<file path="config.mk">
export PLATFORM = sky130hd
export DESIGN_NAME = text_stream_expander
export DESIGN_NICKNAME = d
export VERILOG_FILES = /design/src/rtl/text_exp_pkg.sv /design/src/rtl/text_bit_unpacker.sv /design/src/rtl/text_stream_expander.sv
export SDC_FILE = /design/constraint.sdc
export NUM_CORES = 1
export LEC_CHECK = 0
export BUFFER_PORTS_ARGS = -buffer_cell sky130_fd_sc_hd__buf_2
export CAP_MARGIN = 20
export CORE_UTILIZATION = 45
export DETAILED_ROUTE_END_ITERATION = 8
export PLACE_DENSITY = 0.69
export SKIP_CTS_REPAIR_TIMING = 1
export SYNTH_ARGS = -nofsm -noshare
export SYNTH_HDL_FRONTEND = slang
export SYNTH_SLANG_ARGS = --single-unit
</file>
<file path="constraint.sdc">
create_clock -name clk -period 4.3 [get_ports clk]
set_clock_uncertainty 0.15 [all_clocks]
set_input_delay 0.86 -clock clk [delete_from_list [all_inputs] [get_ports clk]]
set_output_delay 0.86 -clock clk [all_outputs]
set_load 0.02 [all_outputs]
</file>
<file path="src/rtl/text_exp_pkg.sv">
// text_exp_pkg: shared definitions for the text stream expander.
//   - CHAR_BASE / CODE_SPACE / CODE_NL: fixed points of the code-to-ASCII map
//   - exp_state_t: decoder state (S_CODE = expecting a code, S_LIT = expecting a literal)
//   - expand_code(): maps a non-escape code to its char and a reserved-code flag
package text_exp_pkg;

    localparam logic [7:0] CHAR_BASE  = 8'h21;
    localparam int         CODE_SPACE = 94;
    localparam int         CODE_NL    = 95;

    typedef enum logic {S_CODE, S_LIT} exp_state_t;

    typedef struct packed {
        logic [7:0] ch;
        logic       is_err;
    } expand_t;

    // Escape is decided by the caller; anything above CODE_NL reaching here is reserved.
    function automatic expand_t expand_code(input logic [7:0] code, input logic [7:0] unk_char);
        expand_t r;
        r.ch     = unk_char;
        r.is_err = 1'b1;
        if (code <= 8'd93) begin
            r.ch     = CHAR_BASE + code;
            r.is_err = 1'b0;
        end else if (code == CODE_SPACE[7:0]) begin
            r.ch     = 8'h20;
            r.is_err = 1'b0;
        end else if (code == CODE_NL[7:0]) begin
            r.ch     = 8'h0A;
            r.is_err = 1'b0;
        end
        return r;
    endfunction

endpackage

</file>
<file path="src/rtl/text_bit_unpacker.sv">
// text_bit_unpacker: MSB-aligned bit buffer that turns IN_W-bit words into a bit stream.
// Ports:
//   clk, rst            clock, synchronous active-high reset
//   in_data/in_valid/in_ready/in_last   word input (bit IN_W-1 first), frame end marker
//   lit                 1: consumer wants 8 bits, 0: CODE_W bits
//   pop_en              consumer can take bits this cycle
//   pop                 bits are consumed this cycle
//   bits                top 8 buffered bits (stream order, MSB first)
//   frame_end           last frame bits are too few to form a unit; they are discarded now
module text_bit_unpacker
    import text_exp_pkg::*;
#(
    parameter int IN_W   = 8,
    parameter int CODE_W = 7
) (
    input  logic            clk,
    input  logic            rst,
    input  logic [IN_W-1:0] in_data,
    input  logic            in_valid,
    output logic            in_ready,
    input  logic            in_last,
    input  logic            lit,
    input  logic            pop_en,
    output logic            pop,
    output logic [7:0]      bits,
    output logic            frame_end
);

    localparam int ACC_W = IN_W + 8;
    localparam int CNT_W = $clog2(ACC_W + 1);
    localparam logic [CNT_W-1:0] ROOM = CNT_W'(ACC_W - IN_W);
    localparam logic [CNT_W-1:0] IN_N = CNT_W'(IN_W);

    // Valid bits live at the top of acc_q; everything below cnt_q is kept zero
    // so new words can simply be OR-ed in.
    logic [ACC_W-1:0] acc_q, acc_d;
    logic [CNT_W-1:0] cnt_q, cnt_d, need, popped, cnt_left;
    logic             last_seen;
    logic             accept;

    assign need      = lit ? CNT_W'(8) : CNT_W'(CODE_W);
    assign in_ready  = !rst && !last_seen && (cnt_q <= ROOM);
    assign accept    = in_valid && in_ready;
    assign pop       = pop_en && (cnt_q >= need);
    assign frame_end = last_seen && (cnt_q < need) && !accept;
    assign bits      = acc_q[ACC_W-1 -: 8];

    always_comb begin
        popped   = pop ? need : '0;
        cnt_left = cnt_q - popped;
        acc_d    = acc_q << popped;
        cnt_d    = cnt_left;
        if (accept) begin
            // Land the new word right below whatever survives this cycle's pop.
            acc_d = acc_d | ({in_data, 8'h00} >> cnt_left);
            cnt_d = cnt_left + IN_N;
        end
        if (frame_end) begin
            acc_d = '0;
            cnt_d = '0;
        end
    end

    always_ff @(posedge clk) begin
        if (rst) begin
            acc_q     <= '0;
            cnt_q     <= '0;
            last_seen <= 1'b0;
        end else begin
            acc_q <= acc_d;
            cnt_q <= cnt_d;
            if (accept && in_last)
                last_seen <= 1'b1;
            else if (frame_end)
                last_seen <= 1'b0;
        end
    end

endmodule

</file>
<file path="src/rtl/text_stream_expander.sv">
// text_stream_expander: unpacks CODE_W-bit codes from a packed word stream and expands
// each to an 8-bit ASCII char; an escape code introduces a raw 8-bit literal.
// Ports:
//   clk, rst                        clock, synchronous active-high reset
//   in_data/in_valid/in_ready/in_last  packed input words, in_last marks frame end
//   out_char/out_valid/out_ready    single-register char output slot
//   frame_done                      pulse when a frame's last bits are consumed/discarded
//   code_err                        pulse on reserved code or truncated literal
//   char_count, err_count           (only with TEXT_EXP_STATS_EN) saturating counters
// Optional feature macro: TEXT_EXP_STATS_EN.
module text_stream_expander
    import text_exp_pkg::*;
#(
    parameter int         CODE_W   = 7,
    parameter int         IN_W     = 8,
    parameter int         ESC_CODE = (1 << CODE_W) - 1,
    parameter logic [7:0] UNK_CHAR = 8'h3F
) (
    input  logic            clk,
    input  logic            rst,
    input  logic [IN_W-1:0] in_data,
    input  logic            in_valid,
    output logic            in_ready,
    input  logic            in_last,
    output logic [7:0]      out_char,
    output logic            out_valid,
    input  logic            out_ready,
    output logic            frame_done,
    output logic            code_err
`ifdef TEXT_EXP_STATS_EN
    ,
    output logic [15:0]     char_count,
    output logic [15:0]     err_count
`endif
);

    localparam logic [CODE_W-1:0] ESC = ESC_CODE[CODE_W-1:0];

    exp_state_t        state, state_next;
    logic              pop, frame_end;
    logic [7:0]        bits;
    logic [CODE_W-1:0] code;
    expand_t           exp_res;
    logic              emit, err_next, done_next;
    logic [7:0]        char_next;

    text_bit_unpacker #(
        .IN_W   (IN_W),
        .CODE_W (CODE_W)
    ) u_unpack (
        .clk       (clk),
        .rst       (rst),
        .in_data   (in_data),
        .in_valid  (in_valid),
        .in_ready  (in_ready),
        .in_last   (in_last),
        .lit       (state == S_LIT),
        .pop_en    (!out_valid || out_ready),
        .pop       (pop),
        .bits      (bits),
        .frame_end (frame_end)
    );

    assign code    = bits[7 -: CODE_W];
    assign exp_res = expand_code(8'(code), UNK_CHAR);

    always_comb begin
        state_next = state;
        emit       = 1'b0;
        char_next  = out_char;
        err_next   = 1'b0;
        done_next  = 1'b0;
        if (pop) begin
            if (state == S_LIT) begin
                emit       = 1'b1;
                char_next  = bits;
                state_next = S_CODE;
            end else if (code == ESC) begin
                state_next = S_LIT;
            end else begin
                emit      = 1'b1;
                char_next = exp_res.ch;
                err_next  = exp_res.is_err;
            end
        end
        // Frame end never coincides with a pop (cnt < need), so no overlap with the above.
        if (frame_end) begin
            done_next = 1'b1;
            if (state == S_LIT) begin
                err_next   = 1'b1;
                state_next = S_CODE;
            end
        end
    end

    always_ff @(posedge clk) begin
        if (rst) begin
            state      <= S_CODE;
            out_char   <= 8'h00;
            out_valid  <= 1'b0;
            frame_done <= 1'b0;
            code_err   <= 1'b0;
        end else begin
            state      <= state_next;
            frame_done <= done_next;
            code_err   <= err_next;
            if (emit) begin
                out_char  <= char_next;
                out_valid <= 1'b1;
            end else if (out_ready) begin
                out_valid <= 1'b0;
            end
        end
    end

`ifdef TEXT_EXP_STATS_EN
    always_ff @(posedge clk) begin
        if (rst) begin
            char_count <= '0;
            err_count  <= '0;
        end else begin
            if (out_valid && out_ready && char_count != 16'hFFFF)
                char_count <= char_count + 16'd1;
            if (code_err && err_count != 16'hFFFF)
                err_count <= err_count + 16'd1;
        end
    end
`endif

endmodule

</file>
==> flow_summary.toml, run 1 <==
[power_and_ir_drop]
power_switching_uw = 1080
power_density_nw_per_um2 = 920
intPower_uw = 1270
vdd_drop_max_uv = 535
clockPowerShare_pct = 15.7
p_comb_share_pct = 60.7
power_uw = 2350
power_leakage_uw = 0.00105
seq_power_share_pct = 23.6
switching_share_pct = 46.0

[timing]
slew_viol_final = 0
worst_slack_ns = 0.410
period_share_pct = 90.5
period_minus_slack_ns = 3.89
tns_ns = 0
hold_viol_final = 0
worst_pin_slew_ns = 0.689
max_freq_mhz = 257
max_slew_margin_pct = 53.7
whs_ns = 0.302
rsz0062_at_grt = "no"
setup_viol = 0

[logic_synthesis]
yosysUniqueCellTypes = 50
postSynthAreaPerCell_sq_um = 7.90
synth_seq_cells = 34
ys_seq_area_share_pct = 30.6
synthCells = 282
async_flop_share_pct = 0
synth_nets = 307
synth-main-ff-cell = "dfxtp_1"
synth_edf_count = 0
yosys_warnings = 0
syn_area_sq_um = 2230

[critical_path]
crit_path_max_incr_delay_ns = 0.84
cp.required_ns = 4.37
crit_fanout = 17
critPathSlowestCell = "fa_1"
rr_endpoint = "u_unpack.acc_q[10]$_SDFF_PP0_"
criticalPathCategory = "reg2reg"
start_kind = "register"
critical_path_buf_inv_count = 1
setup.worst_path.end_class = "register"
path_delay_family = "adder cells"
path_cells = "clkinv_1, ha_1, nand2b_1, a211oi_1, o31ai_4, and2_1, ha_1, fa_1, mux2_2, o21ai_0, nand2_1, a21oi_1"
reg2reg_depth = 12
reg2reg_slack_ns = 0.41
crit_top_cell = "ha_1"
critPathArrivalTime_ns = 3.96
r2r-start = "state$_SDFF_PP0_"

[floorplan]
rows = 25
dieArea_sq_um = 5230
start_util_pct = 46.8
core_sq_um = 4750
dieHeight_um = 72.4
pin_count = 25
die_w_um = 72.4

[placement]
hpwl_um = 3750
place.gp.congestion = 0.883
io_buffers = 24
dp_slack_ns = 0.423

[min_path]
hold_path_depth = 2
min_from = "out_char[0]$_SDFFE_PP0P_"
hp-class = "reg2reg"
min_to = "out_char[0]$_SDFFE_PP0P_"

[route]
drcViolationCount = 0
drtIter0Drc = 131
ant_nets = 0
viasPerCell = 5.42
routedWlPerCell_um = 13.4
num_vias = 2018
drtPass1Iterations = 4
routed_wl_um = 4990

[clocking]
cts_buffers = 5
clockRootBuffer = "clkbuf_8"
clk_latency_ns = 0.29
cts_sinks = 34
clkTransAtPathRegs_ns = 0.07
h-tree-depth = 2
cts_tree = "built"
clockBufferDepth = 2

[global_route]
grt_pass1_vias = 1798
grt_max_degree = 26
grt_overflow_total = 0
grt_pass1_wl_um = 8470
antenna_found_initial = 0
grt_usage_pct = 20.5

[status]
status = "finished clean"

[cells_and_area]
final_layout_size_suffix_gt1_share_pct = 16.4
nNetsFinal = 329
diodes = 0
area_delta_synth_final_pct = 14.6

[flow_run]
maxCapViolCount = 0
==> sequential cells by signal (all words and copies together), names as in the netlist <==
register            count
u_unpack.acc_q         16
out_char                8
u_unpack.cnt_q          5
code_err                1
frame_done              1
out_valid               1
state                   1
u_unpack.last_seen      1
==> cell usage after synthesis, types with 3 or more instances <==
cell	count	share of area [%]
a21boi_0	3	1.0
a21oi_1	27	6.1
a32oi_1	3	1.2
and2_1	5	1.4
and3_1	5	1.4
buf_2	3	0.67
clkbuf_1	9	1.5
dfxtp_1	34	31
ha_1	11	6.2
inv_1	8	1.3
mux2_2	6	3.0
mux2i_1	17	7.6
nand2_1	46	7.8
nand2b_1	5	1.4
nand3_1	6	1.3
nand3b_1	4	1.3
nor2_1	23	3.9
nor2b_1	3	0.84
nor3_1	4	0.90
o21ai_0	17	3.8
o221ai_1	5	2.0
xnor2_1	4	1.6
==> power by group through the flow <==
stage	clock [uW]	combinational [uW]	sequential, uW
floorplan	0	1110	555
global placement	0	1390	558
detailed placement	0	1400	559
CTS	374	1410	553
global route	387	1590	572
finish	367	1420	554
==> worst max-delay path by stage <==
stage / from / to / slack (ns) / depth (start not counted)
floorplan: state$_SDFF_PP0_ / u_unpack.acc_q[5]$_SDFF_PP0_ / 0.40 / 15
global route: state$_SDFF_PP0_ / u_unpack.acc_q[1]$_SDFF_PP0_ / 0.12 / 12
global placement: state$_SDFF_PP0_ / u_unpack.acc_q[10]$_SDFF_PP0_ / 0.56 / 12
detailed placement: state$_SDFF_PP0_ / u_unpack.acc_q[1]$_SDFF_PP0_ / 0.42 / 12
CTS: state$_SDFF_PP0_ / u_unpack.acc_q[1]$_SDFF_PP0_ / 0.40 / 12
finish: state$_SDFF_PP0_ / u_unpack.acc_q[10]$_SDFF_PP0_ / 0.41 / 12
==> worst min-delay path, delay by kind of cell, from the launching register on <==
| family | cells | cell delay (ns) |
|---|---|---|
| flip-flops | 1 | 0.31 |
| AO/OA/AOI/OAI | 1 | 0.05 |
| AND/OR/NAND/NOR | 1 | 0.05 |
==> layer usage <==
metal,global-route usage [%],up-vias,part of all wire [%]
li1,-,1048,-
met1,28.3,911,50
met2,32.0,51,45
met3,3.33,8,3.9
met4,7.63,0,1.4
met5,0,-,0
==> cells by family (layout without fill, tap and decap cells) <==
| family | Yosys count | after routing | synth area share, % |
|---|---|---|---|
| simple gates | 111 | 111 | 23.7 |
| xor+xnor | 5 | 5 | 1.97 |
| fa+ha+maj | 12 | 12 | 7.08 |
| buf+inv | 24 | 47 | 4.55 |
| compound gates | 73 | 73 | 21.5 |
| flops | 34 | 34 | 30.6 |
| mux | 23 | 23 | 10.7 |
==> area by class of cell <==
type	count	area, sq um
Sequential cell	34	681
Tap cell	67	83.8
Timing Repair Buffer	30	165
Clock inverter	2	60.1
Multi-Input combinational cell	224	1450
Fill cell	465	2200
Inverter	9	33.8
Clock buffer	6	82.6
==> stage by stage <==
stage | std cells | instance area (sq um) | utilization (%)
floorplan | 282 | 2230 | -
global placement | 364 | 2410 | 50.7
detailed placement | 364 | 2410 | 50.7
CTS | 372 | 2550 | 53.7
global route | 372 | 2550 | 53.7
finish | 372 | 2550 | 53.7
==> cells in the final DEF, fill, tap and decap left out, types with 3 or more instances in the layout <==
cell / n
nand3b_1: 4
dfxtp_1: 34
nor3_1: 4
inv_1: 8
o21ai_0: 17
nor2_1: 23
buf_2: 24
and2_1: 5
mux2_2: 6
a32oi_1: 3
a21oi_1: 27
a21boi_0: 3
and3_1: 5
mux2i_1: 17
nand2b_1: 5
ha_1: 11
nand2_1: 46
nand3_1: 6
nor2b_1: 3
xnor2_1: 4
o221ai_1: 5
buf_4: 6
clkbuf_8: 6
Power figures use the tool's default switching activity.
==> inputs of run 2 (changes only) <==
--- a/config.mk
+++ b/config.mk
@@ -5,11 +5,12 @@
 export SDC_FILE = /design/constraint.sdc
 export NUM_CORES = 1
 export LEC_CHECK = 0
+export ABC_AREA = 1
 export BUFFER_PORTS_ARGS = -buffer_cell sky130_fd_sc_hd__buf_2
 export CAP_MARGIN = 20
 export CORE_UTILIZATION = 45
 export DETAILED_ROUTE_END_ITERATION = 8
-export PLACE_DENSITY = 0.69
+export PLACE_DENSITY = 0.68
 export SKIP_CTS_REPAIR_TIMING = 1
 export SYNTH_ARGS = -nofsm -noshare
 export SYNTH_HDL_FRONTEND = slang
==> run 2 against run 1 <==
Die area grew 15%. Critical path type unchanged. Sequential share of layout area shrank 2.5 points. Wire length grew 23%. Synthesized cell count grew 48%. Critical endpoint unchanged.
==> flow_summary.toml, run 2 <==
[status]
status = "finished clean"

[logic_synthesis]
synthMuxAreaShare_pct = 0
syn_area_sq_um = 2560
synthAdderAreaFrac_pct = 6.15
synth_most_common_cell = "nand2_1"
netlist.area_leader.share_pct = 26.5
synth_seq_cells = 34
synthTopCellsByArea = "dfxtp_1 (27%), nand2_1 (20%), nand3_1 (11%), nor2_1 (7.2%), inv_1 (6.0%)"
synth_xor_area_share_pct = 1.37
yosysUniqueCellTypes = 33
synthTopCellsByCount = "nand2_1 (137), nand3_1 (58), nor2_1 (49), inv_1 (41), dfxtp_1 (34)"
synth_compound_area_share_pct = 4.63
async_flop_share_pct = 0
synth_nets = 442
ys_seq_area_share_pct = 26.5
yosys_warnings = 0
synth_top_family_by_area = "simple AND/OR/NAND/NOR gates"
postSynthAreaPerCell_sq_um = 6.15
synthSimpleGateAreaFrac_pct = 51.1
synth_top_area_cell = "dfxtp_1"
synthCells = 417
synth_edf_count = 0
synth-main-ff-cell = "dfxtp_1"

[critical_path]
path_delay_family = "simple AND/OR/NAND/NOR gates"
setup.worst_path.end_class = "register"
r2r-start = "state$_SDFF_PP0_"
critPathArrivalTime_ns = 3.91
crit_path_max_incr_delay_ns = 0.77
cp.required_ns = 4.36
reg2reg_slack_ns = 0.44
crit_top_cell = "nor2_1"
reg2reg_depth = 18
rr_endpoint = "u_unpack.acc_q[10]$_SDFF_PP0_"
start_kind = "register"
path_cells = "inv_1, ha_1, nand2_1, nor2_1, nor2_4, nand3_4, nand2_8, nor2_1, ha_1, fa_1, inv_1, nand3_1, nand2_1, o21ai_0, nand3_1, nand2_1, nor2_1, nor2_1"
critPathSlowestCell = "fa_1"
critical_path_buf_inv_count = 2
criticalPathCategory = "reg2reg"
crit_fanout = 18

[floorplan]
die_w_um = 77.5
core_sq_um = 5510
dieArea_sq_um = 6010
pin_count = 25
rows = 27
start_util_pct = 46.6
dieHeight_um = 77.5

[clocking]
clockBufferDepth = 2
cts_sinks = 34
h-tree-depth = 2
cts_tree = "built"
clockRootBuffer = "clkbuf_8"
clk_latency_ns = 0.28
clkTransAtPathRegs_ns = 0.07
cts_buffers = 5

[global_route]
grt_max_degree = 22
grt_overflow_total = 0
antenna_found_initial = 0
grt_usage_pct = 21.7
grt_pass1_wl_um = 10500
grt_pass1_vias = 2349

[cells_and_area]
final_area_sq_um = 2820
diodes = 0
fill_cells = 602
top_register = "u_unpack.acc_q"
fin_cells = 509
area_delta_synth_final_pct = 9.90
nNetsFinal = 462
multiInputGateArea_sq_um = 1620
final_layout_size_suffix_gt1_share_pct = 12.4
regArea_sq_um = 681
final_cell_mix = "nand2_1 (137), nand3_1 (58), nor2_1 (49)"
largestRegisters = "u_unpack.acc_q x16, out_char x8, u_unpack.cnt_q x5"
final_common_cell = "nand2_1"
largest_reg_flops = 16

[route]
ant_nets = 0
viasPerCell = 5.21
num_vias = 2654
routed_wl_um = 6130
drcViolationCount = 0
drtIter0Drc = 195
drtPass1Iterations = 6
routedWlPerCell_um = 12.1

[timing]
period_share_pct = 89.7
whs_ns = 0.298
tns_ns = 0
setup_viol = 0
max_slew_margin_pct = 58.7
worst_pin_slew_ns = 0.618
period_minus_slack_ns = 3.86
rsz0062_at_grt = "no"
max_freq_mhz = 259
slew_viol_final = 0
hold_viol_final = 0

[placement]
place.gp.congestion = 0.870
dpl-instance-area_sq_um = 2710
io_buffers = 24
hpwl_um = 4780
place_inst = 502

[min_path]
min_from = "out_char[2]$_SDFFE_PP0P_"
hp-class = "reg2reg"
min_to = "out_char[2]$_SDFFE_PP0P_"
hold_path_depth = 2

[flow_run]
maxCapViolCount = 0
## run 2: changes by cell type after synthesis, moves of 6 or more
cell / delta
mux2_2: -6
o21ai_0: -13
mux2i_1: -17
inv_1: +33
nor2_1: +26
nand4_1: +20
a21oi_1: -15
nand2_1: +91
nand3_1: +52
## run 2: cell type report
type                            count  area share [%]
Clock inverter                      1            1.07
Tap cell                           72            3.20
Timing Repair Buffer               26            4.79
Inverter                           45            6.35
Multi-Input combinational cell    325            57.5
Sequential cell                    34            24.1
Clock buffer                        6            2.93
## run 2: logic make-up (layout without fill, tap and decap cells)
logic type | Yosys count | in the layout
AOI/OAI and AO/OA | 23 | 23
DFF | 34 | 34
adders and majority gates | 12 | 12
and+or+nand+nor | 286 | 286
buffers and inverters | 58 | 78
xor gates and xnor gates | 4 | 4
## run 2: how the worst max path moves through the flow
stage	startpoint	to	slack (ns)	cells after the start
CTS	state$_SDFF_PP0_	u_unpack.acc_q[10]$_SDFF_PP0_	0.46	18
finish	state$_SDFF_PP0_	u_unpack.acc_q[10]$_SDFF_PP0_	0.44	18
detailed placement	state$_SDFF_PP0_	u_unpack.acc_q[10]$_SDFF_PP0_	0.48	18
global placement	state$_SDFF_PP0_	u_unpack.acc_q[10]$_SDFF_PP0_	0.63	18
global route	state$_SDFF_PP0_	u_unpack.acc_q[10]$_SDFF_PP0_	0.07	18
floorplan	state$_SDFF_PP0_	u_unpack.acc_q[10]$_SDFF_PP0_	0.77	21
## run 2: per-stage QoR
| step | utilization [%] | setup WS, ns |
|---|---|---|
| 2_1_floorplan | - | 0.769 |
| 3_3_place_gp | 49.1 | 0.626 |
| 4_1_cts | 51.2 | 0.457 |
| 6_report | 51.2 | 0.444 |
| 5_1_grt | 51.2 | 0.0679 |
| 3_5_place_dp | 49.1 | 0.482 |
## run 2: worst reg2reg max path: stages (launching register included)
cell and delay, ns:
dfxtp_1 0.41, inv_1 0.10, ha_1 0.31, nand2_1 0.09, nor2_1 0.07, nor2_4 0.14
nand3_4 0.21, nand2_8 0.22, nor2_1 0.11, ha_1 0.21, fa_1 0.77, inv_1 0.24
nand3_1 0.13, nand2_1 0.07, o21ai_0 0.22, nand3_1 0.11, nand2_1 0.09, nor2_1 0.04
nor2_1 0.07
## run 2: per-layer routing
metal	up-vias	share of wire (%)	track usage [%]
li1	1389	-	-
met1	1183	47	29.0
met2	77	46	35.8
met3	5	5.9	3.41
met4	0	0.83	6.04
met5	-	0	0
Power of run 2 is not shown: default switching activity piles up to over one toggle a cycle in this logic, so the estimate is an artifact.
